$ cat config.mk
export PLATFORM = sky130hd
export DESIGN_NAME = dmem_arbiter
export DESIGN_NICKNAME = d
export VERILOG_FILES = /design/src/rtl/lsu_pkg.sv /design/src/rtl/rr_arb2.sv /design/src/rtl/dmem_arbiter.sv
export SDC_FILE = /design/constraint.sdc
export NUM_CORES = 1
export LEC_CHECK = 0
export ABC_AREA = 1
export BUFFER_PORTS_ARGS = -buffer_cell sky130_fd_sc_hd__buf_2
export CAP_MARGIN = 40
export CORE_UTILIZATION = 33
export CTS_CLUSTER_SIZE = 12
export DETAILED_ROUTE_END_ITERATION = 10
export PLACE_DENSITY = 0.61
export RECOVER_POWER = 100
export SETUP_SLACK_MARGIN = 0.1
export SLEW_MARGIN = 5
export SYNTH_ARGS = -nofsm -noshare
export SYNTH_HDL_FRONTEND = slang
export SYNTH_SLANG_ARGS = --single-unit
$ cat constraint.sdc
create_clock -name clk -period 10.68 [get_ports clk]
set_input_delay 0 -clock clk [delete_from_list [all_inputs] [get_ports clk]]
set_output_delay 0 -clock clk [all_outputs]
set_load 0.1 [all_outputs]
$ cat src/rtl/lsu_pkg.sv
// Shared LSU definitions: ld_st_sel encodings, arbiter FSM states and the sub-word store merge.
package lsu_pkg;

   localparam logic [2:0] SEL_B  = 3'b000;
   localparam logic [2:0] SEL_H  = 3'b001;
   localparam logic [2:0] SEL_W  = 3'b010;
   localparam logic [2:0] SEL_BU = 3'b100;
   localparam logic [2:0] SEL_HU = 3'b101;

   typedef enum logic [1:0] {
      ST_IDLE,
      ST_ACCESS,
      ST_RMW_RD,
      ST_RMW_WR
   } arb_state_t;

   function automatic logic sel_illegal(input logic we, input logic [2:0] sel);
      if (we) return sel[2] || (sel == 3'b011);
      return (sel == 3'b011) || (sel[2:1] == 2'b11);
   endfunction

   // Replace one byte (sb) or one half (sh) of a read word; lane[0] is ignored for halves.
   function automatic logic [31:0] merge_sub(input logic [31:0] word, input logic [31:0] wdata,
                                             input logic [2:0] sel, input logic [1:0] lane);
      logic [31:0] m;
      m = word;
      if (sel == SEL_H) begin
         if (lane[1]) m[31:16] = wdata[15:0];
         else         m[15:0]  = wdata[15:0];
      end else begin
         case (lane)
            2'd0:    m[7:0]   = wdata[7:0];
            2'd1:    m[15:8]  = wdata[7:0];
            2'd2:    m[23:16] = wdata[7:0];
            default: m[31:24] = wdata[7:0];
         endcase
      end
      return m;
   endfunction

endpackage

$ cat src/rtl/rr_arb2.sv
// Two-way arbiter, round-robin or fixed m0 priority; remembers which side won last.
module rr_arb2 (
   input  logic       clk,
   input  logic       reset,
   input  logic [1:0] req,
   input  logic       update,
   input  logic       fixed_prio,
   output logic [1:0] gnt
);

   logic last_grant_q, last_grant_d;   // 1 = m1 won the previous grant

   always_comb begin
      gnt = req;
      if (req == 2'b11) gnt = (fixed_prio || last_grant_q) ? 2'b01 : 2'b10;
      last_grant_d = last_grant_q;
      if (update && (gnt != 2'b00)) last_grant_d = gnt[1];
   end

   always_ff @(posedge clk or posedge reset) begin
      if (reset) last_grant_q <= 1'b1;
      else       last_grant_q <= last_grant_d;
   end

endmodule

$ cat src/rtl/dmem_arbiter.sv
// Two-requester front end for the LSU data port: arbitrates, sequences one access per grant,
// turns sb/sh into read-word + merged-word-write, and returns registered load data with a done pulse.
module dmem_arbiter
   import lsu_pkg::*;
#(
   parameter int ADDR_W      = 12,
   parameter int DATA_W      = 32,
   parameter bit M0_PRIORITY = 1'b0
) (
   input  logic              clk,
   input  logic              reset,
   input  logic              m0_req,
   input  logic              m0_we,
   input  logic [ADDR_W-1:0] m0_addr,
   input  logic [DATA_W-1:0] m0_wdata,
   input  logic [2:0]        m0_sel,
   output logic              m0_gnt,
   output logic              m0_done,
   output logic [DATA_W-1:0] m0_rdata,
   output logic              m0_err,
   input  logic              m1_req,
   input  logic              m1_we,
   input  logic [ADDR_W-1:0] m1_addr,
   input  logic [DATA_W-1:0] m1_wdata,
   input  logic [2:0]        m1_sel,
   output logic              m1_gnt,
   output logic              m1_done,
   output logic [DATA_W-1:0] m1_rdata,
   output logic              m1_err,
   output logic [ADDR_W-1:0] lsu_addr_o,
   output logic [DATA_W-1:0] lsu_st_data_o,
   output logic              lsu_st_en_o,
   output logic [2:0]        lsu_sel_o,
   input  logic [DATA_W-1:0] lsu_ld_data_i,
   output logic              busy_o
);

   arb_state_t        state_q, state_d;
   logic              id_q, id_d, we_q, we_d;
   logic [1:0]        lane_q, lane_d;
   logic [DATA_W-1:0] wdata_q, wdata_d;
   logic [2:0]        sel_q, sel_d;
   logic [ADDR_W-1:0] lsu_addr_q, lsu_addr_d;
   logic [DATA_W-1:0] lsu_st_data_q, lsu_st_data_d;
   logic              lsu_st_en_q, lsu_st_en_d;
   logic [2:0]        lsu_sel_q, lsu_sel_d;
   logic [DATA_W-1:0] rdata0_q, rdata0_d, rdata1_q, rdata1_d;
   logic [1:0]        done_q, done_d, err_q, err_d;

   logic              idle;
   logic [1:0]        gnt;
   logic              req_we;
   logic [ADDR_W-1:0] req_addr;
   logic [DATA_W-1:0] req_wdata;
   logic [2:0]        req_sel;

   assign idle = (state_q == ST_IDLE);

   rr_arb2 u_arb (
      .clk        (clk),
      .reset      (reset),
      .req        ({m1_req, m0_req} & {2{idle}}),
      .update     (idle),
      .fixed_prio (M0_PRIORITY),
      .gnt        (gnt)
   );

   assign req_we    = gnt[1] ? m1_we    : m0_we;
   assign req_addr  = gnt[1] ? m1_addr  : m0_addr;
   assign req_wdata = gnt[1] ? m1_wdata : m0_wdata;
   assign req_sel   = gnt[1] ? m1_sel   : m0_sel;

   // LSU outputs are registered, so each state computes what the LSU sees in the next state.
   always_comb begin
      state_d       = state_q;
      id_d          = id_q;
      we_d          = we_q;
      lane_d        = lane_q;
      wdata_d       = wdata_q;
      sel_d         = sel_q;
      lsu_addr_d    = lsu_addr_q;
      lsu_st_data_d = lsu_st_data_q;
      lsu_st_en_d   = 1'b0;
      lsu_sel_d     = SEL_W;
      rdata0_d      = rdata0_q;
      rdata1_d      = rdata1_q;
      done_d        = 2'b00;
      err_d         = 2'b00;
      case (state_q)
         ST_IDLE: begin
            if (gnt != 2'b00) begin
               id_d    = gnt[1];
               we_d    = req_we;
               lane_d  = req_addr[1:0];
               wdata_d = req_wdata;
               sel_d   = req_sel;
               if (sel_illegal(req_we, req_sel)) begin
                  done_d = gnt;
                  err_d  = gnt;
               end else if (req_we && (req_sel != SEL_W)) begin
                  state_d    = ST_RMW_RD;
                  lsu_addr_d = {req_addr[ADDR_W-1:2], 2'b00};
               end else begin
                  state_d    = ST_ACCESS;
                  lsu_addr_d = req_addr;
                  if (req_we) begin
                     lsu_st_data_d = req_wdata;
                     lsu_st_en_d   = 1'b1;
                  end else begin
                     lsu_sel_d = req_sel;
                  end
               end
            end
         end
         ST_ACCESS: begin
            if (!we_q) begin
               if (id_q) rdata1_d = lsu_ld_data_i;
               else      rdata0_d = lsu_ld_data_i;
            end
            done_d  = id_q ? 2'b10 : 2'b01;
            state_d = ST_IDLE;
         end
         ST_RMW_RD: begin
            lsu_st_data_d = merge_sub(lsu_ld_data_i, wdata_q, sel_q, lane_q);
            lsu_st_en_d   = 1'b1;
            state_d       = ST_RMW_WR;
         end
         ST_RMW_WR: begin
            done_d  = id_q ? 2'b10 : 2'b01;
            state_d = ST_IDLE;
         end
         default: state_d = ST_IDLE;
      endcase
   end

   always_ff @(posedge clk or posedge reset) begin
      if (reset) begin
         state_q       <= ST_IDLE;
         id_q          <= 1'b0;
         we_q          <= 1'b0;
         lane_q        <= 2'b00;
         wdata_q       <= '0;
         sel_q         <= SEL_W;
         lsu_addr_q    <= '0;
         lsu_st_data_q <= '0;
         lsu_st_en_q   <= 1'b0;
         lsu_sel_q     <= SEL_W;
         rdata0_q      <= '0;
         rdata1_q      <= '0;
         done_q        <= 2'b00;
         err_q         <= 2'b00;
      end else begin
         state_q       <= state_d;
         id_q          <= id_d;
         we_q          <= we_d;
         lane_q        <= lane_d;
         wdata_q       <= wdata_d;
         sel_q         <= sel_d;
         lsu_addr_q    <= lsu_addr_d;
         lsu_st_data_q <= lsu_st_data_d;
         lsu_st_en_q   <= lsu_st_en_d;
         lsu_sel_q     <= lsu_sel_d;
         rdata0_q      <= rdata0_d;
         rdata1_q      <= rdata1_d;
         done_q        <= done_d;
         err_q         <= err_d;
      end
   end

   assign m0_gnt        = gnt[0];
   assign m1_gnt        = gnt[1];
   assign m0_done       = done_q[0];
   assign m1_done       = done_q[1];
   assign m0_err        = err_q[0];
   assign m1_err        = err_q[1];
   assign m0_rdata      = rdata0_q;
   assign m1_rdata      = rdata1_q;
   assign lsu_addr_o    = lsu_addr_q;
   assign lsu_st_data_o = lsu_st_data_q;
   assign lsu_st_en_o   = lsu_st_en_q;
   assign lsu_sel_o     = lsu_sel_q;
   assign busy_o        = !idle;

endmodule

* Yosys cells after proc, flatten, opt, wreduce, memory -nomap -nowiden *
Cells that the tools add are included.

cells by class
  equal/unequal tests = 14
  multiplexer cells = 44
  bitwise operators = 4
  reduce and logical (&&, ||, !) cells = 17

operators by type and width
  kind                  number
  $mux W32              6
  $pmux W32 S2          1
  $mux W16              2
  $mux W8               4
  $mux W2               10
  $mux W3               6
  $mux W12              1
  $mux W1               11
  $eq A2 B2 Y1 const B  5
  $reduce_and A3 Y1     3
  $pmux W2 S3           1
  $reduce_and A5 Y1     1
  $eq A2 B1 Y1 const B  2
  $logic_not A2 Y1      2
  $ne A2 B1 Y1 const B  2
  $ne A2 B2 Y1 const B  2
  $pmux W2 S2           1
  $reduce_and A2 Y1     2
  $reduce_bool A2 Y1    2
  $eq A3 B1 Y1 const B  1
  $eq A3 B2 Y1 const B  1
  $ne A3 B2 Y1 const B  1
  $not A1 Y1            3
  $reduce_or A3 Y1      1
  6 further kinds       8

word-level totals
  flip-flop bits (word level) = 142
  bits of input ports = 132
  output and inout bits = 119

* Depth between registers and ports, before layout *
  depth in word-level cells = 14
  gate-level depth with buffers = 11
  depth with buffers taken out = 10

* By module *
A second synthesis with hierarchy kept.

second synthesis, totals
  cells, all modules = 1,004
  area, all modules = 7,405.9 µm²

modules (own cells, without submodules)
  module        times used  cells an instance  area an instance (µm²)  seq. area each (µm²)
  dmem_arbiter  1           992                7,330.8                 3,530.9
  rr_arb2       1           12                 75.1                    26.3

* Least setup slack after synthesis *
OpenSTA, ideal clock, no wires.

  kind = register to output
  start point = register state_q[0]
  end point = output port m0_gnt
  arrival time = 1.963 ns
  setup slack = 8.717 ns
  cell stages (with the launch flop) = 6
  cells stage by stage = dfrtp_1 > nor2_4 > inv_1 > nor2_1 > o21ai_0 > inv_1

between the ends
  longest elaborated chain between the ends = 4

RTL lines
  item                    RTL line             RTL
  from (decl)             dmem_arbiter.sv:38   arb_state_t state_q, state_d;
  from (signal assigned)  dmem_arbiter.sv:153  state_q <= state_d;
  $logic_not A2 Y1 (*)    dmem_arbiter.sv:57   assign idle = (state_q == ST_IDLE);
  $and A2 B2 Y2 (*)       dmem_arbiter.sv:62   .req ({m1_req, m0_req} & {2{idle}}),
  $eq A2 B2 Y1            rr_arb2.sv:15        if (req == 2'b11) gnt = (fixed_prio || last_grant_q) ? 2'b01 : 2'b10;
  $mux W2 (*)             rr_arb2.sv:15
  to (decl)               dmem_arbiter.sv:17   output logic m0_gnt,

Every way passes the cells marked *; elsewhere a longest branch is shown, timed or not.

* Worst setup path in the final report *
  start point = register state_q[0]
  end point = output port m1_gnt

between the ends
  longest elaborated chain between the ends = 4

RTL lines
  item                  RTL line            RTL
  $logic_not A2 Y1 (*)  dmem_arbiter.sv:57
  $and A2 B2 Y2 (*)     dmem_arbiter.sv:62
  $eq A2 B2 Y1          rr_arb2.sv:15
  $mux W2 (*)           rr_arb2.sv:15
  to (decl)             dmem_arbiter.sv:26  output logic m1_gnt,

Marks and branches as above.

==> impl_metrics.yaml <==
worst_setup_path:
  required_ns: 10.68
  startpoint_type: "flop"
  crit_path_end_kind: "output port"
  reg2reg_depth: 6
  r2r_start: "state_q[0]"
  r2r_slack_ns: 5.06
  reg2reg_to: "wdata_q[0]"
  crit_arrival_ns: 5.72
  crit_fanout: 54
  critPathLaunch: "state_q[0]"
  worst-setup-path-type: "flop to output port"
  crit_end: "m1_gnt"
clock_tree:
  clockRootBuffer: "clkbuf_16"
  insertion_delay_ns: 0.43
  post_cts_resized: 0
  h-tree-depth: 4
  clock_sinks: 142
  postCtsSetupRepairBufs: 0
  cts_buffer_depth: 2
  cts.clk_slew.worst_paths_ns: 0.07
  cts_tree: "built"
  cts_hold_buf: 99
  cts_buffers: 17
route:
  avgViaCountPerCell: 4.92
  post_drt_wl_per_cell_um: 16.6
  antenna_left: 0
  drt_first_pass_iters: 5
  drc: 0
  num_vias: 7775
  drt-total-wl_mm: 26.2
  drtIter0Drc: 542
synthesis:
  yosys-top-cells-count: "nand2_1 (343), o21ai_0 (160), dfrtp_1 (139)"
  yosys_warnings: 0
  ys_ff_latch: 142
  ys.flop_type: "dfrtp_1"
  synthMuxAreaShare: 0
  synth_top_family_by_area: "simple AND/OR/NAND/NOR gates"
  syn_nets: 1108
  synth_edf_count: 0
  yosysUniqueCellTypes: 28
  ys_top_cells_by_area: "dfrtp_1 (48%), nand2_1 (18%), o21ai_0 (11%)"
  ys_seq_area_frac: 0.490
  synthAdderAreaFrac: 0
  synth_xor_area_frac: 0
  synth_area_um2: 7260
  syn_avg_cell_area_um2: 7.44
  synth_compound_area_frac: 0.177
  postSynth.asyncResetShare: 1.00
  yosys.area.top_type: "dfrtp_1"
  synth_top_area_frac: 0.479
  syn_inst: 976
  yosys.area_share.simple: 0.259
  synth.most_common_cell: "nand2_1"
die:
  die_area_um2: 22600
  fp.dieW_um: 150
  start_util: 0.341
  fp.coreArea_um2: 21300
  rows: 53
  die_h_um: 150
  io_pins: 251
timing:
  slew_violations: 257
  clock_skew_ns: 0.0114
  fmax_ghz: 0.175
  tns_ns: 0
  finalHoldViolCount: 0
  min_period_ns: 5.72
  rsz0062_at_grt: "no"
  setup_viol: 0
  worst_pin_slew_ns: 3.33
  fin_crit_sh: 0.536
  slew_headroom: -1.23
worst_hold_path:
  min_from: "m1_wdata[30]"
  hold_path_class: "primary input to flop"
global_route:
  antenna_found_initial: 0
  grt_pass1_wl_mm: 40.4
  grt_max_degree: 77
  grt_use_total: 0.235
  grt_overflow: 0
  first_global_vias: 7372
place:
  place.gp.congestion: 0.870
  hpwl_mm: 18.2
  portBuffers: 250
  dpl-instance-area_um2: 8740
status:
  status: "finished with violations"
  failed_checks: "capacitance limit, slew limit"
finish:
  num-nets-final: 1423
  fin_util: 0.475
  fin_area_um2: 10100
  fillCellCount: 2139
  diodes: 0
  areaGrowthSynthToFinish_pct: 39.3
  drive_gt1_frac: 0.148
run:
  maxCapViolations: 5
[critical path, stage by stage (launching register included)]
cell      delay (ns)
dfrtp_1         0.44
nor2_1          0.43
nand3_1         1.54
inv_1           1.90
clkbuf_1        0.94
[through the flow]
| stage | cells | setup slack [ns] | hold slack, ns |
|---|---|---|---|
| finish | 1579 | 4.96 | 0.0127 |
| global route | 1579 | 4.42 | 0.00508 |
| CTS | 1579 | 7.39 | 0.0000823 |
| detailed placement | 1448 | 7.86 | 0.168 |
| global placement | 1442 | 7.71 | 0.166 |
| floorplan | 976 | 6.88 | 0.161 |
[metal layers]
layer	part of all wire	wire (um)	track usage	vias to the layer above
met5	0	0	0	-
li1	-	-	-	3800
met4	0.020	529	0.0687	0
met2	0.47	12400	0.386	306
met3	0.072	1890	0.0464	31
met1	0.44	11400	0.313	3638
[cells by family after synthesis]
family | after synthesis
and+or+nand+nor | 463
AOI/OAI and AO/OA | 240
DFF | 142
buffers and inverters | 131
[area by class of cell]
| class | instances | area (um^2) | area share |
|---|---|---|---|
| Sequential cell | 142 | 3560 | 0.352 |
| Multi-Input combinational cell | 703 | 3140 | 0.311 |
| Timing Repair Buffer | 359 | 2220 | 0.219 |
| Clock buffer | 18 | 439 | 0.0434 |
| Tap cell | 275 | 344 | 0.0340 |
| Inverter | 68 | 256 | 0.0254 |
| Clock inverter | 14 | 155 | 0.0153 |
[placed cells by master, fill, tap and decap left out, drive strengths merged, types with 11 or more instances in the layout]
master	instances
a21oi	28
a22oi	16
buf	138
clkbuf	140
dfrtp	139
dlygate4sd3	99
inv	71
nand2	348
nand3	45
nor2	54
o21ai	179
or2	11
[registers in the layout (all words and copies together) (netlist names)]
| signal | cells |
|---|---|
| err_q | 2 |
| m0_rdata | 32 |
| id_q | 1 |
| u_arb.last_grant_q | 1 |
| we_q | 1 |
| lsu_sel_o | 3 |
| state_q | 2 |
| lsu_addr_o | 12 |
| sel_q | 3 |
| wdata_q | 16 |
| lsu_st_data_o | 32 |
| m1_rdata | 32 |
| lane_q | 2 |
| lsu_st_en_o | 1 |
| done_q | 2 |
[worst min-delay path by stage]
| stage | cells past startpoint | endpoint | slack (ns) |
|---|---|---|---|
| floorplan | 2 | m1_rdata[10] | 0.16 |
| global placement | 2 | m1_rdata[19] | 0.17 |
| detailed placement | 2 | m1_rdata[19] | 0.17 |
| CTS | 4 | wdata_q[6] | 0.00008 |
| global route | 5 | lsu_st_data_o[19] | 0.005 |
| finish | 5 | lsu_st_data_o[30] | 0.01 |
Power is not shown: default switching activity piles up to over one toggle a cycle in this logic, so the estimate is an artifact.
